**src/rtl/legv8_mc_control.sv**
```systemverilog
// rtl/legv8_mc_control.sv - multicycle LEGv8 control FSM with memory handshake, trap and retire counter
module legv8_mc_control #(
  parameter bit EN_IMM = 1'b1,
  parameter bit EN_EXC = 1'b1,
  parameter int CNT_W  = 16
) (
  input  logic             clk,
  input  logic             reset,
  input  logic [10:0]      Op,
  input  logic             Zero,
  input  logic             mem_ready,
  output logic             IRWrite,
  output logic             PCWrite,
  output logic [1:0]       PCSrc,
  output logic             Reg2Loc,
  output logic             ALUSrc,
  output logic             MemtoReg,
  output logic             RegWrite,
  output logic             MemRead,
  output logic             MemWrite,
  output logic             Branch,
  output logic [1:0]       ALUOp,
  output logic             Exc,
  output logic [3:0]       state,
  output logic [CNT_W-1:0] retired
);

  typedef enum logic [3:0] {
    S_FETCH  = 4'd0,
    S_DECODE = 4'd1,
    S_MEMADR = 4'd2,
    S_MEMRD  = 4'd3,
    S_MEMWB  = 4'd4,
    S_MEMWR  = 4'd5,
    S_EXEC   = 4'd6,
    S_ALUWB  = 4'd7,
    S_BRANCH = 4'd8,
    S_EXC    = 4'd9
  } state_t;

  state_t state_q, state_d;
  logic   is_ldur, is_stur, is_cbz, is_r, is_imm;
  logic   ir_w, pc_w, reg_w, mem_w, exc_p, retire;

  assign is_ldur = (Op == 11'b111_1100_0010);
  assign is_stur = (Op == 11'b111_1100_0000);
  assign is_cbz  = (Op[10:3] == 8'b1011_0100);
  assign is_r    = (Op == 11'b100_0101_1000) || (Op == 11'b110_0101_1000) ||
                   (Op == 11'b100_0101_0000) || (Op == 11'b101_0101_0000);
  assign is_imm  = EN_IMM && ((Op[10:1] == 10'b100_1000_100) ||
                              (Op[10:1] == 10'b110_1000_100));

  always_ff @(posedge clk) begin
    if (!reset) begin
      state_q <= S_FETCH;
      retired <= '0;
    end else begin
      state_q <= state_d;
      if (retire) retired <= retired + CNT_W'(1);
    end
  end

  always_comb begin
    state_d  = S_FETCH;
    ir_w     = 1'b0;
    pc_w     = 1'b0;
    PCSrc    = 2'b00;
    Reg2Loc  = 1'b0;
    ALUSrc   = 1'b0;
    MemtoReg = 1'b0;
    reg_w    = 1'b0;
    MemRead  = 1'b0;
    mem_w    = 1'b0;
    Branch   = 1'b0;
    ALUOp    = 2'b00;
    exc_p    = 1'b0;
    retire   = 1'b0;
    case (state_q)
      S_FETCH: begin
        MemRead = 1'b1;
        ir_w    = mem_ready;
        pc_w    = mem_ready;
        state_d = mem_ready ? S_DECODE : S_FETCH;
      end
      S_DECODE: begin
        Reg2Loc = is_stur | is_cbz;
        if (is_ldur || is_stur)  state_d = S_MEMADR;
        else if (is_r || is_imm) state_d = S_EXEC;
        else if (is_cbz)         state_d = S_BRANCH;
        else                     state_d = EN_EXC ? S_EXC : S_FETCH;
      end
      S_MEMADR: begin
        ALUSrc  = 1'b1;
        state_d = is_ldur ? S_MEMRD : S_MEMWR;
      end
      S_MEMRD: begin
        MemRead = 1'b1;
        ALUSrc  = 1'b1;
        state_d = mem_ready ? S_MEMWB : S_MEMRD;
      end
      S_MEMWB: begin
        reg_w    = 1'b1;
        MemtoReg = 1'b1;
        retire   = 1'b1;
      end
      S_MEMWR: begin
        mem_w   = 1'b1;
        Reg2Loc = 1'b1;
        ALUSrc  = 1'b1;
        retire  = mem_ready;
        state_d = mem_ready ? S_FETCH : S_MEMWR;
      end
      S_EXEC, S_ALUWB: begin
        // write-back repeats the execute decode so the ALU result stays valid
        if (is_r) begin
          ALUOp = 2'b10;
        end else if (is_imm) begin
          ALUOp  = 2'b11;
          ALUSrc = 1'b1;
        end
        if (state_q == S_ALUWB) begin
          reg_w  = 1'b1;
          retire = 1'b1;
        end else begin
          state_d = S_ALUWB;
        end
      end
      S_BRANCH: begin
        Reg2Loc = 1'b1;
        ALUOp   = 2'b01;
        Branch  = 1'b1;
        PCSrc   = 2'b01;
        pc_w    = Zero;
        retire  = 1'b1;
      end
      S_EXC: begin
        exc_p = 1'b1;
        pc_w  = 1'b1;
        PCSrc = 2'b10;
      end
      default: ;
    endcase
  end

  // architectural writes are suppressed for the whole time reset is held low
  assign IRWrite  = ir_w  & reset;
  assign PCWrite  = pc_w  & reset;
  assign RegWrite = reg_w & reset;
  assign MemWrite = mem_w & reset;
  assign Exc      = exc_p & reset;
  assign state    = state_q;

endmodule

```
**config.mk**
```make
export PLATFORM = sky130hd
export DESIGN_NAME = legv8_mc_control
export DESIGN_NICKNAME = d
export VERILOG_FILES = /design/src/rtl/legv8_mc_control.sv
export SDC_FILE = /design/constraint.sdc
export NUM_CORES = 1
export LEC_CHECK = 0
export ABC_AREA = 0
export CAP_MARGIN = 30
export CORE_ASPECT_RATIO = 1.4
export CORE_MARGIN = 10
export CORE_UTILIZATION = 40
export DETAILED_ROUTE_END_ITERATION = 8
export DONT_BUFFER_PORTS = 1
export PLACE_DENSITY = 0.61
export SYNTH_ARGS = -nofsm -noshare
export SYNTH_HDL_FRONTEND = slang
export SYNTH_SLANG_ARGS = --single-unit
```
**constraint.sdc**
```tcl
create_clock -name clk -period 4.1 [get_ports clk]
set_clock_uncertainty 0.2 [all_clocks]
set_input_delay 0.82 -clock clk [delete_from_list [all_inputs] [get_ports clk]]
set_output_delay 0.82 -clock clk [all_outputs]
set_load 0.01 [all_outputs]
```
# Word level (Yosys, flattened, before mapping)
# Cells that the tools add are included.
dict set report totals {
  register_bits 20
  word_cells 66
}
dict set report classes {
  add_sub_neg 1
  n_eq_ne 18
  muxes 27
  n_bitwise 6
  reduce_logical 12
}
# operator n
set op_table {}
lappend op_table {{== test 11 bit (second input constant)} 6}
lappend op_table {{one-hot mux 4 bit (6 select lines)} 1}
lappend op_table {{== test 10 bit (second input constant)} 2}
lappend op_table {{adder 16 x 1 -> 16 bit (second input constant)} 1}
lappend op_table {{== test 4 x 3 -> 1 bit (second input constant)} 4}
lappend op_table {{2-to-1 mux 3 bit} 4}
lappend op_table {{2-to-1 mux 1 bit} 11}
lappend op_table {{== test 4 x 2 -> 1 bit (second input constant)} 2}
lappend op_table {{== test 4 bit (second input constant)} 2}
lappend op_table {{== test 8 bit (second input constant)} 1}
lappend op_table {{2-to-1 mux 4 bit} 2}
lappend op_table {{one-hot mux 2 bit (2 select lines)} 2}
lappend op_table {{OR reduction 2 bit} 4}
lappend op_table {{logical OR 1 bit} 6}
lappend op_table {{one-hot mux 1 bit (2 select lines)} 3}
lappend op_table {{one-hot mux 1 bit (3 select lines)} 2}
lappend op_table {{bitwise AND 1 bit} 5}
lappend op_table {{== test 4 x 1 -> 1 bit (second input constant)} 1}
lappend op_table {{logical NOT 4 bit} 1}
lappend op_table {{2-to-1 mux 2 bit} 2}
lappend op_table {{OR reduction 3 bit} 1}
lappend op_table {{bitwise OR 1 bit} 1}

# Logic depth before layout (Yosys ltp)
# Gate-level depths: netlist of the first run.
dict set report depth {
  word_depth 8
  mapped_depth 6
  mapped_depth_nobuf 5
}

# Worst setup path before layout of the first run
# OpenSTA, ideal clock, no wires.
dict set report synth_timing {
  path_type {input -> output}
  from {input Op[1]}
  to {output ALUSrc}
  arrival_ps 1962
  required_time_ps 3080
  path_slack_ps 1118
  stages 4
  n_path_buf 0
  cell_sequence {or3_4 > nor4_2 > o21ai_0 > a21oi_1}
}
dict set report synth_via {
  elab_chain_cells 6
  word_cells_on_any_way 13
}
# item line_no
set synth_rtl {}
lappend synth_rtl {{start, declared} 9} ;# input logic [10:0] Op,
lappend synth_rtl {{== test 11 bit} 48} ;# assign is_r = (Op == 11'b100_0101_1000) || (Op == 11'b110_0101_1000) ||
lappend synth_rtl {{logical OR 1 bit (2 in series)} 48}
lappend synth_rtl {{logical OR 1 bit} 49} ;# (Op == 11'b100_0101_0000) || (Op == 11'b101_0101_0000);
lappend synth_rtl {{2-to-1 mux 1 bit (*)} 115} ;# if (is_r) begin
lappend synth_rtl {{one-hot mux 1 bit (2 select lines) (*)} 78} ;# case (state_q)
lappend synth_rtl {{end, declared} 16} ;# output logic ALUSrc,
# Mark *: on every way between the ends. The rest lies on a longest branch, timed or not.

# Final worst setup path of the first run
# Ends and elaborated chain as after synthesis.

==> results by stage, run 1 <==
Final layout:
- Excluding fillers, the count of instances in the completed layout stands at 224.
- The area added between synthesis and finish is 5.61%.
- The layout net count is 201.
- Cells fill 44.5% of the core in the end.
- In the final layout, the share of cells above drive strength 1 is 6.52%.
- 0 antenna diodes ended up in the layout.

Power:
- Cell internal power was estimated by the tool at 348 µW.
- The power density normalized to cell area is 300 nW/µm².
- Combinational logic is responsible for 10.8% of the overall power.
- Summed over all cells, the static leakage comes to 0.000505 µW.
- The net switching component of the power is 112 µW.
- The share of total power dissipated in sequential elements is 45.5%.
- The worst ir drop on vdd is 221 µV.
- Net switching is 24.4% of the power.
- The share of total power dissipated in the clock network is 43.7%.

Clock network:
- The clock buffer count from CTS is 3.
- The TritonCTS sink count is 20.
- The count of cells resized by post-cts repair is 0.
- The number of hold-repair buffers added at the cts stage is 0.
- Once the clock tree was built, the setup fixing pass inserted 0 buffers.
- The H-tree depth reported by CTS is 1.
- TritonCTS built the clock tree.
- After clock tree synthesis, the clock-pin slew on the worst setup and hold paths is 70 ps.
- The clock tree buffer depth is 2.
- The tree is rooted in a clkbuf_8.
- The clock latency reported for the late side of the worst-skew pair is 270 ps.

Floorplanning:
- Measured along the y axis, the die boundary spans 91.2 µm.
- The floorplan step set the die width to 70.9 µm.
- The initial utilization of the core area, before any placement, comes to 42.1%.
- The floorplan row count is 25.
- The count of boundary I/O pins is 49.
- The floorplan step defined a core boundary enclosing 3440 µm².
- The total die area is 6460 µm².

Timing:
- The highest achievable clock rate is 0.317 GHz.
- Headroom to the max-slew limit came out at 51.0%.
- The worst hold slack is 321 ps.
- The minimum period implied by the final worst setup slack is 3160 ps.
- Setup repair after global routing left no endpoint under its margin.
- The final number of max-transition violations came to 0.
- Setup violations remaining at the end of the flow were counted as 0.
- For the pin with the worst max-slew slack, the measured transition is 732 ps.
- In the finished design, the share of the clock period the worst path needs comes to 77.0%.
- The summed negative setup slack over all endpoints is 0 ps.
- The count of endpoints failing hold in the final timing report is 0.

Drt:
- The total wire length is 3900 µm.
- The average wire length per cell after detail routing is 17.4 µm.
- After detailed routing, the number of remaining DRC violations is 0.
- Detailed routing inserted a total of 1348 vias.
- The mean number of vias per cell is 6.02.
- The count of routing violations after the opening detailed-route iteration is 92.
- The count of nets left with antenna violations after detail routing is 0.
- The first detailed-routing pass took 4 iterations.

Worst setup path:
- At the worst endpoint, the arrival time is 2140 ps.
- The capturing point of the worst reg2reg path is retired[2]$_SDFFE_PN0P_.
- Of all nets on the critical path, the largest fanout is 5.
- The signal on the critical path passes through or3_4, nor4_2, o21ai_0, a21oi_1.
- The critical path's largest stage delay is 450 ps.
- The number of cell instances on the worst register-to-register path is 5.
- The cell at the slowest stage of the critical path is nor4_2.
- The required time of the worst setup path is 3080 ps.
- STA classifies the critical path startpoint as an input port.
- The origin of the critical flop-to-flop path is state[2]$_SDFF_PN0_.
- The critical path capture point type is an output pin.
- Setup slack on the worst reg-to-reg path comes out at 1540 ps.
- The category of the critical setup timing path is in2out.

Hold path:
- The cell count of the worst hold path is 2.
- In this run the worst hold path is classified as reg2reg.
- The worst hold path startpoint is retired[15]$_SDFFE_PN0P_.
- The worst hold path terminates at retired[15]$_SDFFE_PN0P_.

Yosys:
- The number of different library cells used by synthesis comes to 45.
- A synthesized cell averages 7.63 µm².
- The sequential share of the synthesized area is 27.6%.
- The synthesized flop and latch total is 20.
- The count of synthesis-stage warnings from yosys is 0.
- The synthesized netlist occupies a cell area of 1450 µm².
- The net count after synthesis is 206.
- The number of instances in the synthesized netlist is 190.

Placement:
- The number of placed instances, taps included, is 219.
- The final HPWL from detailed placement is 3020 µm.
- The weighted congestion reported at the end of routability-driven placement is 0.845.
- The number of buffers added on ports is 0.

Global route:
- Global routing used 11.3% of the available tracks across all layers.
- The fraction of met1 tracks used by global routing is 10.6%.
- The number of antenna violations at the first check in global routing came to 0.
- The residual overflow from global routing is 0.
- The global-route wire length before repair is 6180 µm.
- The routing usage on met3 is 4.68%.
- The met2 demand-to-capacity share in global routing is 20.7%.
- The number of global-route vias before repair is 1260.
- Entering global routing, the biggest net connects 32 pins.
- In this run the most used layer during global routing was met2.

Outcome:
- The run finished with clean final reports.

Flow run:
- The tool flagged a number of max-cap violations equal to 0.
## kinds of logic after synthesis
| kind of cell | after synthesis | share of synthesized area, % |
|---|---|---|
| buffers and inverters | 16 | 4.58 |
| XOR/XNOR | 1 | 0.605 |
| adder cells (fa/ha/maj) | 1 | 0.863 |
| AND/OR/NAND/NOR | 99 | 39.4 |
| multiplexers | 17 | 11.8 |
| AO/OA/AOI/OAI | 36 | 15.1 |
| flip-flops | 20 | 27.6 |
## state kept, by name (all words and copies together) (netlist names)
signal / flops
retired: 16
state: 4
## final cells by class
class                      count  area (µm²)
clock buffer                   3        41.3
clock inverter                 1        30.0
fill                         360        1910
inverter                       5        18.8
multi-input combinational    154         982
sequential                    20         400
tap                           40        50.0
timing repair buffer           1        7.51
## routing by layer
metal / up-vias / share of wire, % / routed length (µm)
met2: 48 / 52 / 2040
met3: 5 / 10 / 388
met1: 630 / 36 / 1420
met5: - / 0 / 0
li1: 665 / - / -
met4: 0 / 1.2 / 47
## worst max path at each step
stage	to	slack, ps	start	depth (start not counted)
6_report	ALUSrc	940	Op[1]	4
5_1_grt	Branch	770	state[1]$_SDFF_PN0_	3
4_1_cts	ALUSrc	950	Op[1]	4
3_5_place_dp	ALUSrc	960	Op[1]	4
3_3_place_gp	ALUSrc	1020	Op[1]	4
2_1_floorplan	ALUSrc	1120	Op[1]	4
## through the flow
step	setup slack (ps)	cell area [µm²]	total power, µW
global placement	1020	1450	262
CTS	946	1520	464
global route	773	1530	476
finish	941	1530	460
detailed placement	957	1450	264
floorplan	1120	1450	258
## cells in the final DEF (no fill, tap or decap), types with 2 or more instances in the layout
| cell | synthesis | routed |
|---|---|---|
| a21boi_0 | 2 | 2 |
| o21ai_0 | 7 | 7 |
| nor3_1 | 8 | 8 |
| nand2_1 | 24 | 24 |
| nand4_1 | 4 | 4 |
| clkbuf_8 | 0 | 3 |
| o21a_1 | 3 | 3 |
| nand3b_1 | 2 | 2 |
| nor4_2 | 2 | 2 |
| mux2i_1 | 16 | 16 |
| nor2_1 | 8 | 8 |
| and2_1 | 5 | 5 |
| nor4_1 | 2 | 2 |
| dfxtp_1 | 20 | 20 |
| nor2b_1 | 3 | 3 |
| a211oi_1 | 5 | 5 |
| o22ai_1 | 2 | 2 |
| nand2b_1 | 19 | 19 |
| nand3_1 | 9 | 9 |
| a21oi_1 | 12 | 12 |
| inv_1 | 5 | 5 |
## power by group through the flow
stage	clock [µW]	sequential, µW	combinational (µW)
after CTS	205	209	50.0
after floorplan	0	207	51.5
final	201	209	49.5
after global routing	210	211	55.1
after detailed placement	0	214	49.7
after global placement	0	214	48.6
## cells in the mapped netlist
| cell | n | area [µm²] |
|---|---|---|
| or3_1 | 1 | 6.26 |
| nor3_1 | 8 | 40.0 |
| a31oi_1 | 1 | 6.26 |
| buf_1 | 3 | 11.3 |
| clkbuf_1 | 5 | 18.8 |
| and2_1 | 5 | 31.3 |
| inv_1 | 5 | 18.8 |
| dfxtp_1 | 20 | 400 |
| nor4_2 | 2 | 25.0 |
| nand2b_1 | 19 | 119 |
| nand3b_1 | 2 | 15.0 |
| o21a_1 | 3 | 22.5 |
| buf_2 | 2 | 10.0 |
| or3b_1 | 1 | 8.76 |
| and3_1 | 1 | 6.26 |
| o22ai_1 | 2 | 12.5 |
| xor2_1 | 1 | 8.76 |
| or3_4 | 1 | 11.3 |
| a211oi_1 | 5 | 37.5 |
| ha_1 | 1 | 12.5 |
| a32o_1 | 1 | 10.0 |
| nor2_1 | 8 | 30.0 |
| mux2i_1 | 16 | 160 |
| nor4_1 | 2 | 12.5 |
| o211ai_1 | 1 | 7.51 |
| mux2_2 | 1 | 11.3 |
| nand3b_4 | 1 | 20.0 |
| or3b_2 | 1 | 8.76 |
| nor2_2 | 1 | 6.26 |
| or2b_1 | 1 | 7.51 |
| o31ai_1 | 1 | 7.51 |
| and4_1 | 1 | 8.76 |
| or2_1 | 1 | 6.26 |
| nand4_1 | 4 | 25.0 |
| and4b_1 | 1 | 10.0 |
| or4_1 | 1 | 7.51 |
| nor2b_1 | 3 | 18.8 |
| a21boi_0 | 2 | 15.0 |
| o21ai_1 | 1 | 5.00 |
| nand3_1 | 9 | 45.0 |
| or4bb_1 | 1 | 11.3 |
| o21ai_0 | 7 | 35.0 |
| a21oi_1 | 12 | 60.1 |
| buf_4 | 1 | 7.51 |
| nand2_1 | 24 | 90.1 |
## worst max-delay path: cells and delay by family
| family | cells | cell delay [ps] |
|---|---|---|
| AND/OR/NAND/NOR | 2 | 840 |
| AO/OA/AOI/OAI | 2 | 480 |
Power figures use the tool's default switching activity.
==> run 2: changes to the inputs <==
- PLACE_DENSITY: 0.61 -> 0.63
- clock period: 4.1 -> 2.7 ns (I/O delays scaled with it)
==> run 2 against run 1 <==
Largest cell class unchanged. Clock power fell by 3%. Sequential share of layout area did not move. Cell area did not move. Hold slack got worse by 87 ps. Largest power group unchanged. Combinational power rose by 71%. Total power rose by 29%. Non-clock buffer count rose by 4. Die area did not move.
==> results by stage, run 2 (synthesis results as in run 1) <==
Clock network:
- Clock-pin slew was measured on the worst setup and hold paths at 70 ps.
- Buffers inserted to repair hold after CTS numbered 0.
- In this run the number of H-tree levels came out at 1.
- Clock tree synthesis found a total of 20 sinks.
- The clock latency reported for the late side of the worst-skew pair is 250 ps.
- The count of buffers added by post-CTS timing repair for setup is 0.
- The count of cells resized by post-cts repair is 0.
- The CTS tree is yes.
- Clock tree synthesis inserted a total of 3 buffers.
- The root buffer cell is clkbuf_8.
- No sink is reached through more buffers than the 2 on the longest clock path.

Floorplanning:
- The initial standard-cell utilization of the core is 42.1%.
- For this design the top-level I/O count stands at 49.
- The die is 70.9 µm wide.
- The total die area is 6460 µm².
- The floorplan has 25 rows.
- The total area inside the core boundary comes to 3440 µm².
- The die span in y is 91.2 µm.

Worst setup path:
- The critical path capture point type is an output pin.
- Walking the worst path, the cells encountered are or4bb_1, nor4_2, nor2_2, nor2_1.
- For the worst setup path, the data required time is 1960 ps.
- The critical path's largest stage delay is 510 ps.
- The worst setup path is launched from an input port.
- At the worst endpoint, the arrival time is 1660 ps.
- Of all nets on the critical path, the largest fanout is 3.
- The worst setup path is of the in2out kind.
- The largest individual stage delay along the critical path comes from the cell or4bb_1.

Final layout:
- retired holds more flip-flops than any other register.
- The library cell used most frequently in the layout, excluding fill and tap cells, is nand2_1.
- The final non-filler cell area is 1530 µm².
- After filler insertion, the fill cell instance count of the layout stands at 353.
- The flip-flop count of the largest register, all copies and words added is 16.
- The diode insertion count for antenna repair is 0.
- The area taken by flip-flops and latches is 400 µm².
- The layout net count is 205.
- In the layout the commonest cells are 24 x nand2_1, 20 x dfxtp_1, 19 x nand2b_1.
- From synthesis to final layout, the design area changed by 5.61%.
- The area occupied by multi-input gates is 982 µm².
- The share of final-layout standard cells stronger than drive strength 1 is 8.02%.

Drt:
- Summed over all layers, the routed wires come to 3920 µm.
- The mean number of vias per cell is 5.93.
- Once detail routing completed, the nets flagged for antenna violations numbered 0.
- The final route contains 1346 vias.
- The number of remaining DRC errors is 0.
- The count of routing violations after the opening detailed-route iteration is 61.
- The average wire length per cell after detail routing is 17.3 µm.
- The detailed-routing iteration count for the pre-antenna-repair pass is 4.

Timing:
- Setup repair after global routing left no endpoint under its margin.
- The summed negative setup slack over all endpoints is 0 ps.
- The count of endpoints failing hold in the final timing report came to 0.
- Setup violations remaining at the end of the flow were counted as 0.
- The relative slew slack is 56.5%.
- The minimum period implied by the final worst setup slack is 2400 ps.
- Based on the critical path, the design can be clocked at up to 0.417 GHz.
- The worst path uses 88.7% of the clock period.
- The actual transition at the worst max-transition pin is 652 ps.
- The final number of max-transition violations is 0.

Global route:
- The number of global-route vias before repair is 1339.
- The largest net degree at the start of global routing is 32.
- The residual overflow from global routing is 0.
- The global-route wire length before repair is 6390 µm.
- The global-route total usage across every layer is 11.6%.
- The number of antenna violations at the first check in global routing is 0.

Placement:
- Summed over all nets, the half-perimeter wirelength after detailed placement is 3160 µm.
- The weighted congestion reported at the end of routability-driven placement is 0.877.
- In this run the cell area measured after placement is 1490 µm².
- The count of buffers added on input and output ports is 0.

Power:
- VDD sags by at most 209 µV.
- The power density normalized to cell area is 387 nW/µm².
- In this run the static leakage power is 0.000511 µW.

Flow run:
- The number of maximum-capacitance constraint violations is 0.

Hold path:
- The worst hold-check path type is in2reg.

Outcome:
- The flow ran to the end, and the final reports show no timing, DRC or antenna violations.
-- run 2: cell count changes in the layout (fill, tap and decap cells not counted), sizes merged --
cell / delta
buf: +4
bufinv: -1
-- run 2: worst paths after layout --
check,start,end,slack (ps),cells past startpoint
worst max-delay path,Op[0],ALUOp[1],300,4
worst min register to register,retired[15]$_SDFFE_PN0P_,retired[15]$_SDFFE_PN0P_,320,2
worst min-delay path,reset,retired[4]$_SDFFE_PN0P_,230,2
worst max register to register,state[1]$_SDFF_PN0_,retired[15]$_SDFFE_PN0P_,630,5
-- run 2: power breakdown --
part,switching (µW),internal (µW)
clock,94.3,99.3
combinational,51.1,33.7
sequential,13.6,300
-- run 2: layer usage --
metal / part of all wire [%] / global-route usage [%] / vias to the layer above
li1: - / - / 671
met1: 35 / 10.2 / 625
met2: 52 / 21.6 / 46
met3: 12 / 5.66 / 4
met4: 1.5 / 4.37 / 0
met5: 0 / 0 / -
-- run 2: final cells by class --
class,count,share of cell area (%)
well taps,40,3.27
repair buffers,5,2.45
clock buffers,3,2.70
inverters,5,1.23
multi-input cells,154,64.2
flip-flops and latches,20,26.2
-- run 2: metrics by stage --
step / instances / power [µW] / hold WS [ps] / util, % / setup slack [ps]
floorplan: 190 / 392 / 286 / - / 278
global placement: 224 / 403 / 316 / 43.3 / 356
detailed placement: 224 / 406 / 320 / 43.3 / 290
CTS: 227 / 600 / 228 / 44.5 / 293
global route: 227 / 618 / 239 / 44.5 / 228
finish: 227 / 592 / 235 / 44.5 / 305
-- run 2: worst max-delay path: cells and delay by family --
family           cells  cell delay (ps)
AND/OR/NAND/NOR      4             1110
==> run 3: changes to the inputs <==
- PLACE_DENSITY: 0.63 -> 0.59
==> run 3 against run 2 <==
Setup slack worse by 40 ps. Combinational power is 8.7% lower. Highest routed layer unchanged. Core utilization decreased by 0.22 points. Hold slack got worse by 2.1 ps. Via count grew 4.4%. Register-to-register slack got worse by 270 ps. Sequential power hardly changed. Die area unchanged. Cell area fell by 0.49%. Largest cell class unchanged. Largest power group unchanged. Sequential share of layout area is 0.13 points higher. Wire length shrank 0.10%. Clock power about the same.
==> results by stage, run 3 (synthesis results as in run 1) <==
Outcome:
- The flow ran to the end, and the final reports show no timing, DRC or antenna violations.

Worst setup path:
- The worst register-to-register path has a setup slack of 360 ps.
- The startpoint identified for the worst register-to-register timing path is state[0]$_SDFF_PN0_.
- Data arrives at the worst endpoint at 1690 ps.
- The capturing point of the worst reg2reg path is retired[15]$_SDFFE_PN0P_.
- The number of cells on the worst reg-to-reg path is 4.
- The largest driver fanout on the critical path is 4.
- The last element of the critical path is ALUOp[1].
- The worst setup path is launched from an input port.
- The worst setup path is captured at an output pin.
- The launch point of the critical path is Op[1].
- The required time of the worst setup path is 1960 ps.
- The worst setup path is of the in2out kind.

Placement:
- The congestion estimate from routability-driven global placement came to 0.854.
- The total placed cells including tap cells is 223.
- Detailed placement ended at an HPWL of 3140 µm.
- The number of buffers added on ports is 0.

Power:
- The cell-internal power is 430 µW.
- Summed over all nets, the switching power comes to 159 µW.
- The leakage power of the design is 0.000507 µW.
- The share of total power dissipated in sequential elements is 53.9%.
- The power density normalized to cell area is 387 nW/µm².
- The worst ir drop on vdd is 186 µV.
- The proportion of power drawn by the clock network is 33.0%.
- Net switching is 26.9% of the power.
- Combinational logic is responsible for 13.1% of the overall power.

Clock network:
- The clock-pin slew of the registers on the worst-case setup and hold paths is 80 ps.
- The cell sitting at the root of the clock tree is a clkbuf_8.
- TritonCTS built the clock tree.
- Once the clock tree was built, the resizer swapped 0 gates to a different size.
- The clock latency reported for the late side of the worst-skew pair is 250 ps.
- The number of hold-repair buffers added at the cts stage is 0.
- The clock tree buffer depth is 2.
- CTS built an H-tree with a depth of 1.
- Clock tree synthesis found a total of 20 sinks.
- The count of buffers added by post-CTS timing repair for setup is 0.
- The clock buffer count from CTS is 3.

Floorplanning:
- The die span in y is 91.2 µm.
- The die is 70.9 µm wide.
- The initial utilization of the core area, before any placement, comes to 42.1%.
- The floorplan core area is 3440 µm².
- The floorplan has 25 rows.
- 49 I/O pins were placed.
- The total die area is 6460 µm².

Drt:
- For this block, the initial DRC count from the detailed router was 127.
- The via count of the routed design is 1405.
- The number of remaining DRC errors is 0.
- The mean number of vias per cell is 6.22.
- The count of nets left with antenna violations after detail routing is 0.
- The first detailed-routing pass ran for 4 iterations.
- Dividing the detail-routed wire length by the instance count gives 17.3 µm.
- The final layout contains routed wiring with a total length of 3920 µm.

Global route:
- The number of global-route vias before repair was 1355.
- The number of antenna violations at the first check in global routing was 0.
- Entering global routing, the biggest net connects 32 pins.
- The global-route total usage across every layer is 11.7%.
- The residual overflow from global routing is 0.
- The first global-routing pass estimated 6460 µm of wire.

Final layout:
- The number of antenna diodes in the final layout is 0.
- Compared with the post-synthesis result, the final layout area differs by 5.09%.
- The most common cell after layout, fill and taps aside is nand2_1.
- After filler insertion, the fill cell instance count of the layout stands at 363.
- Cells with a size suffix above 1 make up 7.53% of the layout.
- The register bank with the most flops is retired.
- The flip-flop count of the largest register, all copies and words added is 16.
- The layout net count is 204.
- The non-filler instance count after layout is 226.
- Leaving out fill and tap cells, the most frequent cells in the layout are 24 x nand2_1, 20 x dfxtp_1, 19 x nand2b_1.

Timing:
- Setup repair after global routing left no endpoint under its margin.
- The minimum period implied by the final worst setup slack is 2430 ps.
- Setup violations remaining at the end of the flow were counted as 0.
- The count of endpoints failing hold in the final timing report is 0.
- The portion of the clock cycle consumed by the worst path in the final layout is 90.2%.
- The actual transition at the worst max-transition pin is 980 ps.
- The final number of max-transition violations is 0.
- The highest achievable clock rate is 0.411 GHz.
- The worst pin sits at a relative slew slack of 34.2%.
- The summed negative setup slack over all endpoints is 0 ps.

Hold path:
- The worst hold path belongs to the class in2reg.

Flow run:
- The number of maximum-capacitance constraint violations is 0.
==> run 3: changes by cell type in the layout (fill, tap and decap cells not counted) <==
| cell | delta |
|---|---|
| buf_4 | -1 |
==> run 3: power groups by stage <==
stage,Combinational [µW],Clock [µW],Sequential (µW)
finish,77.4,194,317
global route,86.0,216,319
CTS,78.4,203,317
detailed placement,78.0,0,324
global placement,76.4,0,324
floorplan,78.3,0,314
==> run 3: routing by layer <==
layer,GRT usage [%],wire length (µm),part of all wire (%),up-vias
met5,0,0,0,-
met4,4.37,63,1.6,0
met3,4.79,363,9.3,7
met2,22.2,2100,54,50
met1,10.6,1390,35,676
li1,-,-,-,672
==> run 3: how the worst min path moves through the flow <==
stage          cells past startpoint                startpoint                  endpoint  slack (ps)
6_report                           2                     reset  retired[15]$_SDFFE_PN0P_         230
3_5_place_dp                       2  retired[15]$_SDFFE_PN0P_  retired[15]$_SDFFE_PN0P_         320
4_1_cts                            2                     reset  retired[15]$_SDFFE_PN0P_         230
2_1_floorplan                      2  retired[15]$_SDFFE_PN0P_  retired[15]$_SDFFE_PN0P_         290
5_1_grt                            2                     reset   retired[3]$_SDFFE_PN0P_         230
3_3_place_gp                       2  retired[15]$_SDFFE_PN0P_  retired[15]$_SDFFE_PN0P_         310
==> run 3: cell type report <==
class | count | area (µm²) | share of cell area [%]
Sequential cell | 20 | 400 | 26.3
Timing Repair Buffer | 4 | 30.0 | 1.97
Inverter | 5 | 18.8 | 1.23
Multi-Input combinational cell | 154 | 982 | 64.5
Clock buffer | 3 | 41.3 | 2.71
Tap cell | 40 | 50.0 | 3.29
==> run 3: worst max-delay path, stage by stage <==
cell	delay (ps)
or3_4	390
nor4_2	310
buf_4	200
nor2_2	50
nor2_1	210
==> run 3: stage by stage <==
stage	worst slack (ps)	util, %	cell area, µm²	hold slack, ps	total power [µW]
after floorplan	278	-	1450	286	392
after CTS	259	44.3	1520	226	599
final	265	44.3	1520	233	589
after global placement	294	43.1	1480	307	400
after global routing	137	44.3	1520	228	621
after detailed placement	261	43.1	1480	322	402
